File: src/rtl/flow_ctrl_fsm_n.sv
// flow_ctrl_fsm_n: multi-FIFO flow-control FSM driving per-source pause/continue requests.
// Optional: define FLOW_CTRL_AUTOCLR_EN to let clear_err (with no FIFO full) return ERROR to INIT.
module flow_ctrl_fsm_n #(
    parameter int N_FIFO    = 5,
    parameter int N_SRC     = 4,
    parameter int MIN_PAUSE = 2,
    parameter int IW        = $clog2(N_FIFO)
) (
    input  logic              clk,
    input  logic              rst,
    input  logic              enb,
    input  logic              iniciar,
    input  logic              clear_err,
    input  logic [N_FIFO-1:0] almost_full,
    input  logic [N_FIFO-1:0] full,
    input  logic [N_FIFO-1:0] almost_empty,
    input  logic [N_FIFO-1:0] empty,
    output logic [N_SRC-1:0]  pausa,
    output logic [N_SRC-1:0]  continuar,
    output logic              error_full,
    output logic [IW-1:0]     err_idx,
    output logic              idle
);

    localparam int            CW      = (MIN_PAUSE > 1) ? $clog2(MIN_PAUSE) : 1;
    localparam logic [CW-1:0] CNT_MAX = CW'(MIN_PAUSE - 1);

    typedef enum logic [6:0] {
        ST_RESET    = 7'b0000001,
        ST_INIT     = 7'b0000010,
        ST_IDLE     = 7'b0000100,
        ST_ACTIVE   = 7'b0001000,
        ST_PAUSE    = 7'b0010000,
        ST_CONTINUE = 7'b0100000,
        ST_ERROR    = 7'b1000000
    } state_t;

    state_t            r_state;
    state_t            w_next;
    logic [CW-1:0]     r_cnt;
    logic [N_SRC-1:0]  r_pausa;
    logic [N_SRC-1:0]  r_continuar;
    logic              r_error_full;
    logic              r_idle;
    logic [IW-1:0]     r_err_idx;

    logic              w_f;
    logic              w_af;
    logic              w_daf;
    logic              w_e;
    logic              w_ae;
    logic              w_dwell_done;
    logic              w_hold;
    logic              w_clr;
    logic [IW-1:0]     w_low_idx;
    logic [N_FIFO-N_SRC-1:0] w_unused_ae;

    assign w_f          = |full;
    assign w_af         = |almost_full;
    assign w_daf        = |almost_full[N_FIFO-1:N_SRC];
    assign w_e          = &empty;
    assign w_ae         = |almost_empty[N_SRC-1:0];
    assign w_dwell_done = (r_cnt >= CNT_MAX);
    assign w_unused_ae  = almost_empty[N_FIFO-1:N_SRC];

`ifndef FLOW_CTRL_AUTOCLR_EN
    logic w_unused_clear_err;
    assign w_unused_clear_err = clear_err;
`endif

    // NOTE: every signal driven here gets a default first, so no path can infer a latch.
    always_comb begin
        w_next = r_state;
        w_clr  = 1'b0;
        case (r_state)
            ST_RESET:    w_next = ST_INIT;
            ST_INIT:     if (iniciar) w_next = ST_IDLE;
            ST_IDLE: begin
                if (w_f)       w_next = ST_ERROR;
                else if (!w_e) w_next = ST_ACTIVE;
            end
            ST_ACTIVE: begin
                if (w_f)       w_next = ST_ERROR;
                else if (w_af) w_next = ST_PAUSE;
                else if (w_e)  w_next = ST_IDLE;
                else if (w_ae) w_next = ST_CONTINUE;
            end
            ST_PAUSE: begin
                if (w_f)                         w_next = ST_ERROR;
                else if (w_dwell_done && !w_af)  w_next = ST_ACTIVE;
            end
            ST_CONTINUE: w_next = w_f ? ST_ERROR : ST_ACTIVE;
            ST_ERROR: begin
`ifdef FLOW_CTRL_AUTOCLR_EN
                if (clear_err && !w_f) begin
                    w_next = ST_INIT;
                    w_clr  = 1'b1;
                end
`endif
            end
            default:     w_next = ST_RESET;
        endcase
    end

    // Scanning downward leaves the lowest set index as the final assignment.
    always_comb begin
        w_low_idx = '0;
        for (int i = N_FIFO - 1; i >= 0; i--) begin
            if (full[i]) w_low_idx = IW'(i);
        end
    end

    // Staying in PAUSE with AF gone means the dwell is still running: keep the old mask.
    assign w_hold = (r_state == ST_PAUSE) && !w_af;

    // NOTE: state registers use non-blocking assignments so every flop samples pre-edge values.
    always_ff @(posedge clk) begin
        if (rst) begin
            r_state      <= ST_RESET;
            r_cnt        <= '0;
            r_pausa      <= '0;
            r_continuar  <= '0;
            r_error_full <= 1'b0;
            r_idle       <= 1'b0;
            r_err_idx    <= '0;
        end else if (enb) begin
            r_state <= w_next;

            if (w_next == ST_PAUSE && r_state != ST_PAUSE)
                r_cnt <= '0;
            else if (r_state == ST_PAUSE && !w_dwell_done)
                r_cnt <= r_cnt + CW'(1);

            if (w_next == ST_PAUSE) begin
                if (!w_hold) r_pausa <= almost_full[N_SRC-1:0] | {N_SRC{w_daf}};
            end else begin
                r_pausa <= '0;
            end

            r_continuar  <= (w_next == ST_CONTINUE) ? almost_empty[N_SRC-1:0] : '0;
            r_idle       <= (w_next == ST_IDLE);
            r_error_full <= (w_next == ST_ERROR);

            if (w_next == ST_ERROR && r_state != ST_ERROR)
                r_err_idx <= w_low_idx;
            else if (w_clr)
                r_err_idx <= '0;
        end
    end

    assign pausa      = r_pausa;
    assign continuar  = r_continuar;
    assign error_full = r_error_full;
    assign idle       = r_idle;
    assign err_idx    = r_err_idx;

endmodule

File: config.mk
export PLATFORM = sky130hd
export DESIGN_NAME = flow_ctrl_fsm_n
export DESIGN_NICKNAME = d
export VERILOG_FILES = /design/src/rtl/flow_ctrl_fsm_n.sv
export SDC_FILE = /design/constraint.sdc
export NUM_CORES = 1
export LEC_CHECK = 0
export BUFFER_PORTS_ARGS = -buffer_cell sky130_fd_sc_hd__buf_2
export CELL_PAD_IN_SITES_DETAIL_PLACEMENT = 0
export CELL_PAD_IN_SITES_GLOBAL_PLACEMENT = 2
export CORE_MARGIN = 1.5
export CORE_UTILIZATION = 25
export CTS_CLUSTER_DIAMETER = 120
export CTS_CLUSTER_SIZE = 10
export DETAILED_ROUTE_END_ITERATION = 10
export PLACE_DENSITY_LB_ADDON = 0.1
export SYNTH_ARGS = -nofsm -noshare
export SYNTH_HDL_FRONTEND = slang
export SYNTH_SLANG_ARGS = --single-unit
export TNS_END_PERCENT = 20
File: constraint.sdc
create_clock -name clk -period 1.8 [get_ports clk]
set_input_delay 0.09 -clock clk [delete_from_list [all_inputs] [get_ports clk]]
set_output_delay 0.09 -clock clk [all_outputs]
set_load 0.005 [all_outputs]
==> flow_metrics.env, run 1 <==
export IMPL_status="finished clean"
export IMPL_cp_endpoint="r_state[2]$_SDFFE_PP0P_"
export IMPL_numCtsBuffers=3
export IMPL_r2r_start="r_state[6]$_SDFFE_PP0P_"
export IMPL_grt_usage_pct=13.0
export IMPL_clk_latency_ns=0.27
export IMPL_hold_viol=0
export IMPL_path_clk_slew_ns=0.08
export IMPL_total_power_mw=0.980
export IMPL_irDropWorstVdd_uv=295
export IMPL_timing_rr_end="r_state[2]$_SDFFE_PP0P_"
export IMPL_netSwitchingPower_mw=0.267
export IMPL_async_reset_ff_share_pct=0
export IMPL_core_area_mm2=0.00472
export IMPL_ys_types=47
export IMPL_hp_class="primary input to flop"
export IMPL_holdPathStages=3
export IMPL_ant_nets=0
export IMPL_crit_required_ns=2.02
export IMPL_p_seq_share_pct=49.4
export IMPL_syn_avg_cell_area_um2=8.08
export IMPL_yosysTopAreaCell="dfxtp_1"
export IMPL_p_int_mw=0.713
export IMPL_port_buffers=35
export IMPL_synth_ff_type="dfxtp_1"
export IMPL_ys_ff_latch=21
export IMPL_clk_path_buf_depth=2
export IMPL_fillers=489
export IMPL_firstDrtPassIters=4
export IMPL_finalCritPeriodShare_pct=97.1
export IMPL_pin_count=38
export IMPL_skew_ns=0.00493
export IMPL_crit_fanout=5
export IMPL_dieArea_mm2=0.00534
export IMPL_synth_top_area_share_pct=34.3
export IMPL_worstSetupEndpointType="flop"
export IMPL_layout_nets=229
export IMPL_vias=1293
export IMPL_die_x_um=73.1
export IMPL_cts_setup_buffers=0
export IMPL_synth_nets=177
export IMPL_first_iter_violations=47
export IMPL_numPlacedInstances=266
export IMPL_powerDensity_mw_per_mm2=593
export IMPL_report_final_slew_viol_count=0
export IMPL_cts_tree="yes"
export IMPL_rows=25
export IMPL_swShare_pct=27.3
export IMPL_first_global_vias=1120
export IMPL_antenna_found_initial=0
export IMPL_n_antenna_cell=0
export IMPL_synth_edf_count=0
export IMPL_netlist_area_mm2=0.00123
export IMPL_maxCapViolCount=0
export IMPL_max_freq_ghz=0.572
export IMPL_tightestPinTransition_ns=0.411
export IMPL_path_class="flop to flop"
export IMPL_h_tree_depth=1
export IMPL_routed_wirelength_mm=3.39
export IMPL_worstPathArrival_ns=1.97
export IMPL_hold_ws_ns=0.0757
export IMPL_leakage_nw=0.697
export IMPL_crit_start="r_state[6]$_SDFFE_PP0P_"
export IMPL_cts_num_sinks=21
export IMPL_clkPwrFrac_pct=33.2
export IMPL_rrSetupSlack_ns=0.05
export IMPL_die_h_um=73.1
export IMPL_gr_total_overflow=0
export IMPL_grt_max_degree=23
export IMPL_finalCriticalPeriod_ns=1.75
export IMPL_grt_pass1_wl_mm=5.35
export IMPL_syn_inst=152
export IMPL_dpl_hpwl_mm=2.66
export IMPL_drc_errors=0
export IMPL_place_gp_congestion=0.791
export IMPL_grt_setup_unrepaired="true"
export IMPL_setup_violations=0
export IMPL_synth_area_top_cells="dfxtp_1 (34%), nor2_1 (5.8%), a21oi_1 (3.7%), mux2i_1 (3.3%), inv_1 (3.1%)"
export IMPL_instances_no_fill=270
export IMPL_drive_above_1_share_pct=34.5
export IMPL_p_comb_share_pct=17.4
export IMPL_synthToLayoutAreaGrowth_pct=34.6
export IMPL_root_buffer="clkbuf_8"
export IMPL_cp_start_kind="flop"
export IMPL_yosysWarnings=0
export IMPL_max_slew_margin_pct=72.6
export IMPL_reg2reg_depth=5
export IMPL_viasPerCell=4.79
export IMPL_post_drt_wl_per_cell_um=12.5
export IMPL_yosysSeqAreaShare_pct=34.3
export IMPL_initial_core_util_pct=26.0
==> critical path, cell delays in order, from the launching register on <==
cell,delay (ns)
dfxtp_1,0.35
or3_4,0.40
nor4_2,0.23
or3b_1,0.40
a21oi_2,0.18
o21a_1,0.14
==> worst min-delay path by stage <==
stage	startpoint	endpoint	slack (ns)
6_report	almost_full[1]	pausa[1]$_SDFFE_PP0P_	0.08
5_1_grt	almost_full[1]	pausa[1]$_SDFFE_PP0P_	0.08
4_1_cts	almost_full[1]	pausa[1]$_SDFFE_PP0P_	0.08
3_5_place_dp	almost_full[1]	pausa[1]$_SDFFE_PP0P_	0.36
3_3_place_gp	almost_full[1]	pausa[1]$_SDFFE_PP0P_	0.35
2_1_floorplan	almost_full[1]	pausa[1]$_SDFFE_PP0P_	0.23
==> cells in the mapped netlist, drive strengths merged (3+ instances only) <==
cell type	instances
nand2	6
clkbuf	6
mux2i	4
a21oi	10
buf	3
inv	10
nor2b	4
dfxtp	21
nor3	8
nor4	3
nor4b	4
o21ai	7
or4	3
o31ai	5
o32ai	4
nand2b	5
nor2	20
==> power groups by stage <==
| stage | Sequential [mW] | Combinational (mW) | Clock, mW |
|---|---|---|---|
| 2_1_floorplan | 0.491 | 0.0898 | 0 |
| 3_3_place_gp | 0.495 | 0.167 | 0 |
| 3_5_place_dp | 0.495 | 0.169 | 0 |
| 4_1_cts | 0.484 | 0.170 | 0.335 |
| 5_1_grt | 0.486 | 0.186 | 0.352 |
| 6_report | 0.484 | 0.171 | 0.325 |
==> through the flow <==
stage / area (um^2) / util (%) / setup TNS [ns] / setup slack, ns
5_1_grt: 1650 / 35.0 / -0.184 / -0.0482
6_report: 1650 / 35.0 / 0 / 0.0514
3_3_place_gp: 1600 / 33.9 / 0 / 0.0952
2_1_floorplan: 1230 / - / 0 / 0.117
3_5_place_dp: 1600 / 33.9 / 0 / 0.0204
4_1_cts: 1650 / 34.9 / 0 / 0.0158
==> flip-flops by register name, summed over array words and instances, names as in the netlist <==
signal and flops:
continuar 4, r_state 7, err_idx 3, idle 1, r_cnt 1, error_full 1, pausa 4
==> cell type report <==
class	instances	area (um^2)	share of cell area [%]
clock buffers	3	41.3	2.50
clock inverters	1	5.00	0.303
inverters	10	37.5	2.27
multi-input cells	112	729	44.2
flip-flops and latches	21	422	25.5
well taps	67	83.8	5.08
repair buffers	56	333	20.2
==> cells by family (layout without fill, tap and decap cells) <==
logic type	count (synthesis)	after routing	synth area share, %
AOI/OAI and AO/OA	38	38	21.1
xor gates and xnor gates	3	3	2.14
buffers and inverters	19	70	6.63
and+or+nand+nor	67	67	32.6
muxes	4	4	3.26
DFF	21	21	34.3
==> routing by layer <==
layer	track usage, %	part of all wire [%]	up-vias
met2	20.8	46	28
met4	5.66	1.6	0
li1	-	-	656
met1	17.3	48	604
met5	0	0	-
met3	1.80	3.8	5
==> what timing repair did <==
| item | in CTS | in global routing |
|---|---|---|
| setup endpoints to repair | 0 | 14 |
| hold buffers | 0 | 0 |
| gates resized for setup | 0 | 2 |
==> placed cells by master (no fill, tap or decap), types with 2 or more instances in the layout <==
master / Yosys / routed
clkbuf_8: 0 / 3
nor2b_1: 4 / 4
buf_2: 2 / 35
or3b_1: 2 / 2
a21oi_1: 9 / 9
o32ai_1: 4 / 4
nand2_1: 6 / 6
and3_1: 2 / 2
a31oi_1: 2 / 2
xor2_1: 2 / 2
nand2b_1: 5 / 5
inv_1: 10 / 10
nor4_1: 2 / 2
o21ai_0: 2 / 2
o21ai_1: 5 / 5
nor3_1: 7 / 7
o31ai_1: 5 / 5
buf_4: 0 / 21
nor2_1: 19 / 19
mux2i_1: 4 / 4
nand4_1: 2 / 2
o21a_1: 2 / 2
nor4b_1: 4 / 4
dfxtp_1: 21 / 20
or4_4: 2 / 2
Power figures use the tool's default switching activity.
==> inputs of run 2 (changes only) <==
--- a/config.mk
+++ b/config.mk
@@ -8,7 +8,7 @@
 export BUFFER_PORTS_ARGS = -buffer_cell sky130_fd_sc_hd__buf_2
 export CELL_PAD_IN_SITES_DETAIL_PLACEMENT = 0
 export CELL_PAD_IN_SITES_GLOBAL_PLACEMENT = 2
-export CORE_MARGIN = 1.5
+export CORE_MARGIN = 8
 export CORE_UTILIZATION = 25
 export CTS_CLUSTER_DIAMETER = 120
 export CTS_CLUSTER_SIZE = 10
==> run 2 against run 1 <==
Effect of this change: power down 0.94%; maximum frequency decreased by 0.40%; clock power hardly changed; cell count shrank 1.1%; global-route usage down 3.4 points; largest cell class unchanged; highest routed layer unchanged.
==> flow_metrics.env, run 2 (same netlist as run 1, synthesis figures left out) <==
export IMPL_grt_pass1_wl_mm=5.72
export IMPL_clk_path_buf_depth=2
export IMPL_layout_nets=226
export IMPL_largest_reg_flops=7
export IMPL_grt_max_degree=23
export IMPL_synthToLayoutAreaGrowth_pct=32.6
export IMPL_max_freq_ghz=0.570
export IMPL_cts_num_sinks=21
export IMPL_grt_usage_pct=9.56
export IMPL_gr_total_overflow=0
export IMPL_dieArea_mm2=0.00741
export IMPL_worstSetupEndpointType="flop"
export IMPL_powerDensity_mw_per_mm2=596
export IMPL_finalCritPeriodShare_pct=97.5
export IMPL_regMostFlops="r_state"
export IMPL_die_h_um=86.1
export IMPL_crit_required_ns=2.01
export IMPL_slowest_delay_ns=0.43
export IMPL_viasPerCell=4.82
export IMPL_vias=1286
export IMPL_total_power_mw=0.971
export IMPL_drc_errors=0
export IMPL_finalCriticalPeriod_ns=1.76
export IMPL_path_class="flop to flop"
export IMPL_clk_latency_ns=0.26
export IMPL_seqCellArea_um2=420
export IMPL_hold_buffers=0
export IMPL_h_tree_depth=1
export IMPL_die_x_um=86.1
export IMPL_antenna_found_initial=0
export IMPL_maxCapViolCount=0
export IMPL_initial_core_util_pct=26.0
export IMPL_critical_path_slowest_cell="or3_4"
export IMPL_grt_setup_unrepaired="true"
export IMPL_core_area_mm2=0.00472
export IMPL_hold_viol=0
export IMPL_utilization_pct=34.5
export IMPL_place_gp_congestion=0.754
export IMPL_layout_commonest_cell="buf_2"
export IMPL_fillers=527
export IMPL_worstPathArrival_ns=1.97
export IMPL_path_clk_slew_ns=0.08
export IMPL_irDropWorstVdd_uv=198
export IMPL_final_cell_mix="buf_2 (35), dfxtp_1 (21), nor2_1 (19), buf_4 (18), inv_1 (10)"
export IMPL_max_slew_margin_pct=73.2
export IMPL_cts_tree="yes"
export IMPL_post_drt_wl_per_cell_um=13.3
export IMPL_firstDrtPassIters=4
export IMPL_hp_class="primary input to flop"
export IMPL_leakage_nw=0.684
export IMPL_first_iter_violations=95
export IMPL_status="finished clean"
export IMPL_pin_count=38
export IMPL_fin_area_mm2=0.00163
export IMPL_first_global_vias=1230
export IMPL_postPlaceCellArea_mm2=0.00158
export IMPL_cp_start_kind="flop"
export IMPL_routed_wirelength_mm=3.55
export IMPL_cp_cell_sequence="or3_4 > nor4_2 > or3b_1 > a21oi_2 > o21a_1"
export IMPL_drive_above_1_share_pct=33.0
export IMPL_multi_input_area_um2=729
export IMPL_report_final_slew_viol_count=0
export IMPL_root_buffer="clkbuf_8"
export IMPL_rows=25
export IMPL_crit_fanout=4
export IMPL_numCtsBuffers=3
export IMPL_skew_ns=0.00312
export IMPL_n_antenna_cell=0
export IMPL_tightestPinTransition_ns=0.403
export IMPL_setup_violations=0
export IMPL_ant_nets=0
export IMPL_port_buffers=35
export IMPL_dpl_hpwl_mm=2.80
## run 2: cell count changes in the layout (fill, tap and decap cells not counted), sizes merged
cell	before	now
buf	56	53
## run 2: path summary, 6_finish.rpt
path                                start                      end  slack [ns]  cells after the start
hold reg to reg     pausa[1]$_SDFFE_PP0P_    pausa[1]$_SDFFE_PP0P_        0.45                      2
setup / recovery  r_state[1]$_SDFFE_PP0P_  r_state[2]$_SDFFE_PP0P_        0.04                      5
hold / removal             almost_full[1]    pausa[1]$_SDFFE_PP0P_        0.08                      3
setup reg to reg  r_state[1]$_SDFFE_PP0P_  r_state[2]$_SDFFE_PP0P_        0.04                      5
## run 2: stage by stage
stage          hold slack, ns  worst slack, ns  instances  TNS (ns)
6_report               0.0815           0.0443        267         0
5_1_grt                0.0894          -0.0412        267   -0.0802
4_1_cts                0.0831           0.0435        267         0
3_5_place_dp            0.357           0.0601        263         0
2_1_floorplan           0.235            0.117        152         0
3_3_place_gp            0.350           0.0723        263         0
## run 2: worst max-delay path, delay by kind of cell (launching register included)
family | cells | cell delay [ns]
AND/OR/NAND/NOR | 3 | 1.06
flip-flops | 1 | 0.35
AO/OA/AOI/OAI | 2 | 0.30
## run 2: area by class of cell
type	instances	area share, %
flip-flops and latches	21	25.8
repair buffers	53	19.1
multi-input cells	112	44.8
clock inverters	1	0.307
well taps	67	5.15
inverters	10	2.31
clock buffers	3	2.54
## run 2: what timing repair did
action,in CTS,in global routing
buffers inserted,0,0
gates resized for setup,0,1
endpoints found under the setup margin,0,7
## run 2: where the power goes
part / internal [mW] / total, mW / switching [mW] / leakage [nW]
logic: 0.0793 / 0.161 / 0.0818 / 0.488
clock network: 0.154 / 0.323 / 0.169 / 0.0255
registers: 0.474 / 0.487 / 0.0130 / 0.170
## run 2: routing by layer
metal  routed length, um  vias up  part of all wire [%]  global-route usage (%)
li1                    -      656                     -                       -
met1                1700      588                    48                    12.3
met2                1600       38                    45                    14.7
met3                 217        4                   6.1                    2.77
met4                  34        0                  0.96                    3.34
met5                   0        -                     0                       0
==> inputs of run 3 (changes only) <==
--- a/config.mk
+++ b/config.mk
@@ -6,13 +6,14 @@
 export NUM_CORES = 1
 export LEC_CHECK = 0
 export BUFFER_PORTS_ARGS = -buffer_cell sky130_fd_sc_hd__buf_2
-export CELL_PAD_IN_SITES_DETAIL_PLACEMENT = 0
-export CELL_PAD_IN_SITES_GLOBAL_PLACEMENT = 2
+export CELL_PAD_IN_SITES_DETAIL_PLACEMENT = 1
+export CELL_PAD_IN_SITES_GLOBAL_PLACEMENT = 1
 export CORE_MARGIN = 8
-export CORE_UTILIZATION = 25
+export CORE_UTILIZATION = 32
 export CTS_CLUSTER_DIAMETER = 120
 export CTS_CLUSTER_SIZE = 10
 export DETAILED_ROUTE_END_ITERATION = 10
+export MAX_ROUTING_LAYER = met4
 export PLACE_DENSITY_LB_ADDON = 0.1
 export SYNTH_ARGS = -nofsm -noshare
 export SYNTH_HDL_FRONTEND = slang
==> run 3 against run 2 <==
Effect of this change: core utilization grew 8.4 points; cell count shrank 9.4%; combinational power shrank 2%; largest cell class unchanged; die area shrank 18%; clock skew shrank 0.0014 ns; critical endpoint unchanged; critical path depth is the same; count of clock-buffer cells in the layout is the same; final area shrank 2.8%; first-iteration DRC count shrank 52%.
==> flow_metrics.env, run 3 (same netlist as run 1, synthesis figures left out) <==
export IMPL_root_buffer="clkbuf_8"
export IMPL_die_x_um=77.9
export IMPL_firstDrtPassIters=4
export IMPL_clk_path_buf_depth=2
export IMPL_final_cell_mix="buf_2 (35), nor2_1 (19), dfxtp_1 (16), buf_4 (12), inv_1 (10)"
export IMPL_first_global_vias=1363
export IMPL_hold_buffers=0
export IMPL_irDropWorstVdd_uv=280
export IMPL_path_clk_slew_ns=0.08
export IMPL_grt_pass1_wl_mm=6.33
export IMPL_largest_reg_flops=7
export IMPL_crit_fanout=4
export IMPL_tightestPinTransition_ns=0.447
export IMPL_p_int_mw=0.703
export IMPL_core_area_mm2=0.00369
export IMPL_grt_usage_pct=13.0
export IMPL_dpl_hpwl_mm=2.89
export IMPL_report_final_slew_viol_count=0
export IMPL_clk_latency_ns=0.27
export IMPL_r2r_start="r_state[1]$_SDFFE_PP0P_"
export IMPL_finalCriticalPeriod_ns=1.77
export IMPL_regMostFlops="r_state"
export IMPL_rows=22
export IMPL_initial_core_util_pct=33.3
export IMPL_setup_violations=0
export IMPL_worstPathArrival_ns=1.98
export IMPL_first_iter_violations=46
export IMPL_h_tree_depth=1
export IMPL_worstSetupEndpointType="flop"
export IMPL_status="finished clean"
export IMPL_swShare_pct=27.2
export IMPL_grt_max_degree=23
export IMPL_gr_total_overflow=0
export IMPL_routed_wirelength_mm=3.64
export IMPL_ant_nets=0
export IMPL_crit_required_ns=2.01
export IMPL_max_freq_ghz=0.566
export IMPL_p_seq_share_pct=50.5
export IMPL_path_class="flop to flop"
export IMPL_layout_commonest_cell="buf_2"
export IMPL_min_from="almost_full[1]"
export IMPL_utilization_pct=42.9
export IMPL_crit_start="r_state[1]$_SDFFE_PP0P_"
export IMPL_cts_num_sinks=21
export IMPL_grt_setup_unrepaired="true"
export IMPL_dieArea_mm2=0.00607
export IMPL_layout_nets=220
export IMPL_viasPerCell=5.29
export IMPL_die_h_um=77.9
export IMPL_leakage_nw=0.659
export IMPL_max_slew_margin_pct=70.2
export IMPL_p_comb_share_pct=16.2
export IMPL_netSwitchingPower_mw=0.263
export IMPL_n_antenna_cell=0
export IMPL_clkPwrFrac_pct=33.3
export IMPL_port_buffers=35
export IMPL_cp_start_kind="flop"
export IMPL_drive_above_1_share_pct=34.5
export IMPL_hold_viol=0
export IMPL_cts_tree="yes"
export IMPL_post_drt_wl_per_cell_um=15.0
export IMPL_hold_ws_ns=0.0730
export IMPL_hp_class="primary input to flop"
export IMPL_place_gp_congestion=0.817
export IMPL_pin_count=38
export IMPL_drc_errors=0
export IMPL_skew_ns=0.00167
export IMPL_finalCritPeriodShare_pct=98.2
export IMPL_antenna_found_initial=0
export IMPL_total_power_mw=0.967
export IMPL_vias=1279
export IMPL_maxCapViolCount=0
export IMPL_numCtsBuffers=3
export IMPL_powerDensity_mw_per_mm2=611
export IMPL_synthToLayoutAreaGrowth_pct=28.8
## run 3: critical path, cell delays in order, from the launching register on
cell and delay [ns]:
dfxtp_1 0.34, or3_4 0.42, nor4_2 0.24, or3b_4 0.42
a21oi_4 0.16, o21a_1 0.14
## run 3: per-stage QoR
stage                     area [um^2]  setup WS (ns)  cells  setup TNS (ns)
after floorplan                  1230          0.117    152               0
after global placement           1500         0.0670    237               0
after detailed placement         1500         0.0312    237               0
after CTS                        1550        0.00917    241               0
after global routing             1580        -0.0363    242         -0.0520
final                            1580         0.0317    242               0
## run 3: final timing paths
check | end | slack [ns] | cells after the start
min reg2reg | pausa[2]$_SDFFE_PP0P_ | 0.45 | 2
max reg2reg | r_state[2]$_SDFFE_PP0P_ | 0.03 | 5
min | pausa[1]$_SDFFE_PP0P_ | 0.07 | 3
max | r_state[2]$_SDFFE_PP0P_ | 0.03 | 5
## run 3: cell type report
type                    count  area (um^2)
repair buffers             47          265
multi-input cells         112          746
flip-flops and latches     21          427
well taps                  48         60.1
clock inverters             1         5.00
fillers                   471         2110
inverters                  10         37.5
clock buffers               3         41.3
## run 3: power by group through the flow
stage / Clock [mW] / Sequential, mW / Combinational [mW]
after CTS: 0.340 / 0.487 / 0.154
final: 0.322 / 0.488 / 0.157
after detailed placement: 0 / 0.498 / 0.153
after global routing: 0.352 / 0.491 / 0.174
after floorplan: 0 / 0.491 / 0.0898
after global placement: 0 / 0.497 / 0.147
## run 3: what timing repair did
item | in CTS | in global routing
setup endpoints to repair | 0 | 14
buffers inserted | 0 | 1
resized for setup | 0 | 9
## run 3: routing by layer
layer  routed length, um  up-vias  global-route usage [%]
met1                1630      608                    14.7
met3                 145        7                    2.76
met4                  78        0                    5.56
met2                1790       29                    21.6
li1                    -      635                       -
met5                   0        -                       -
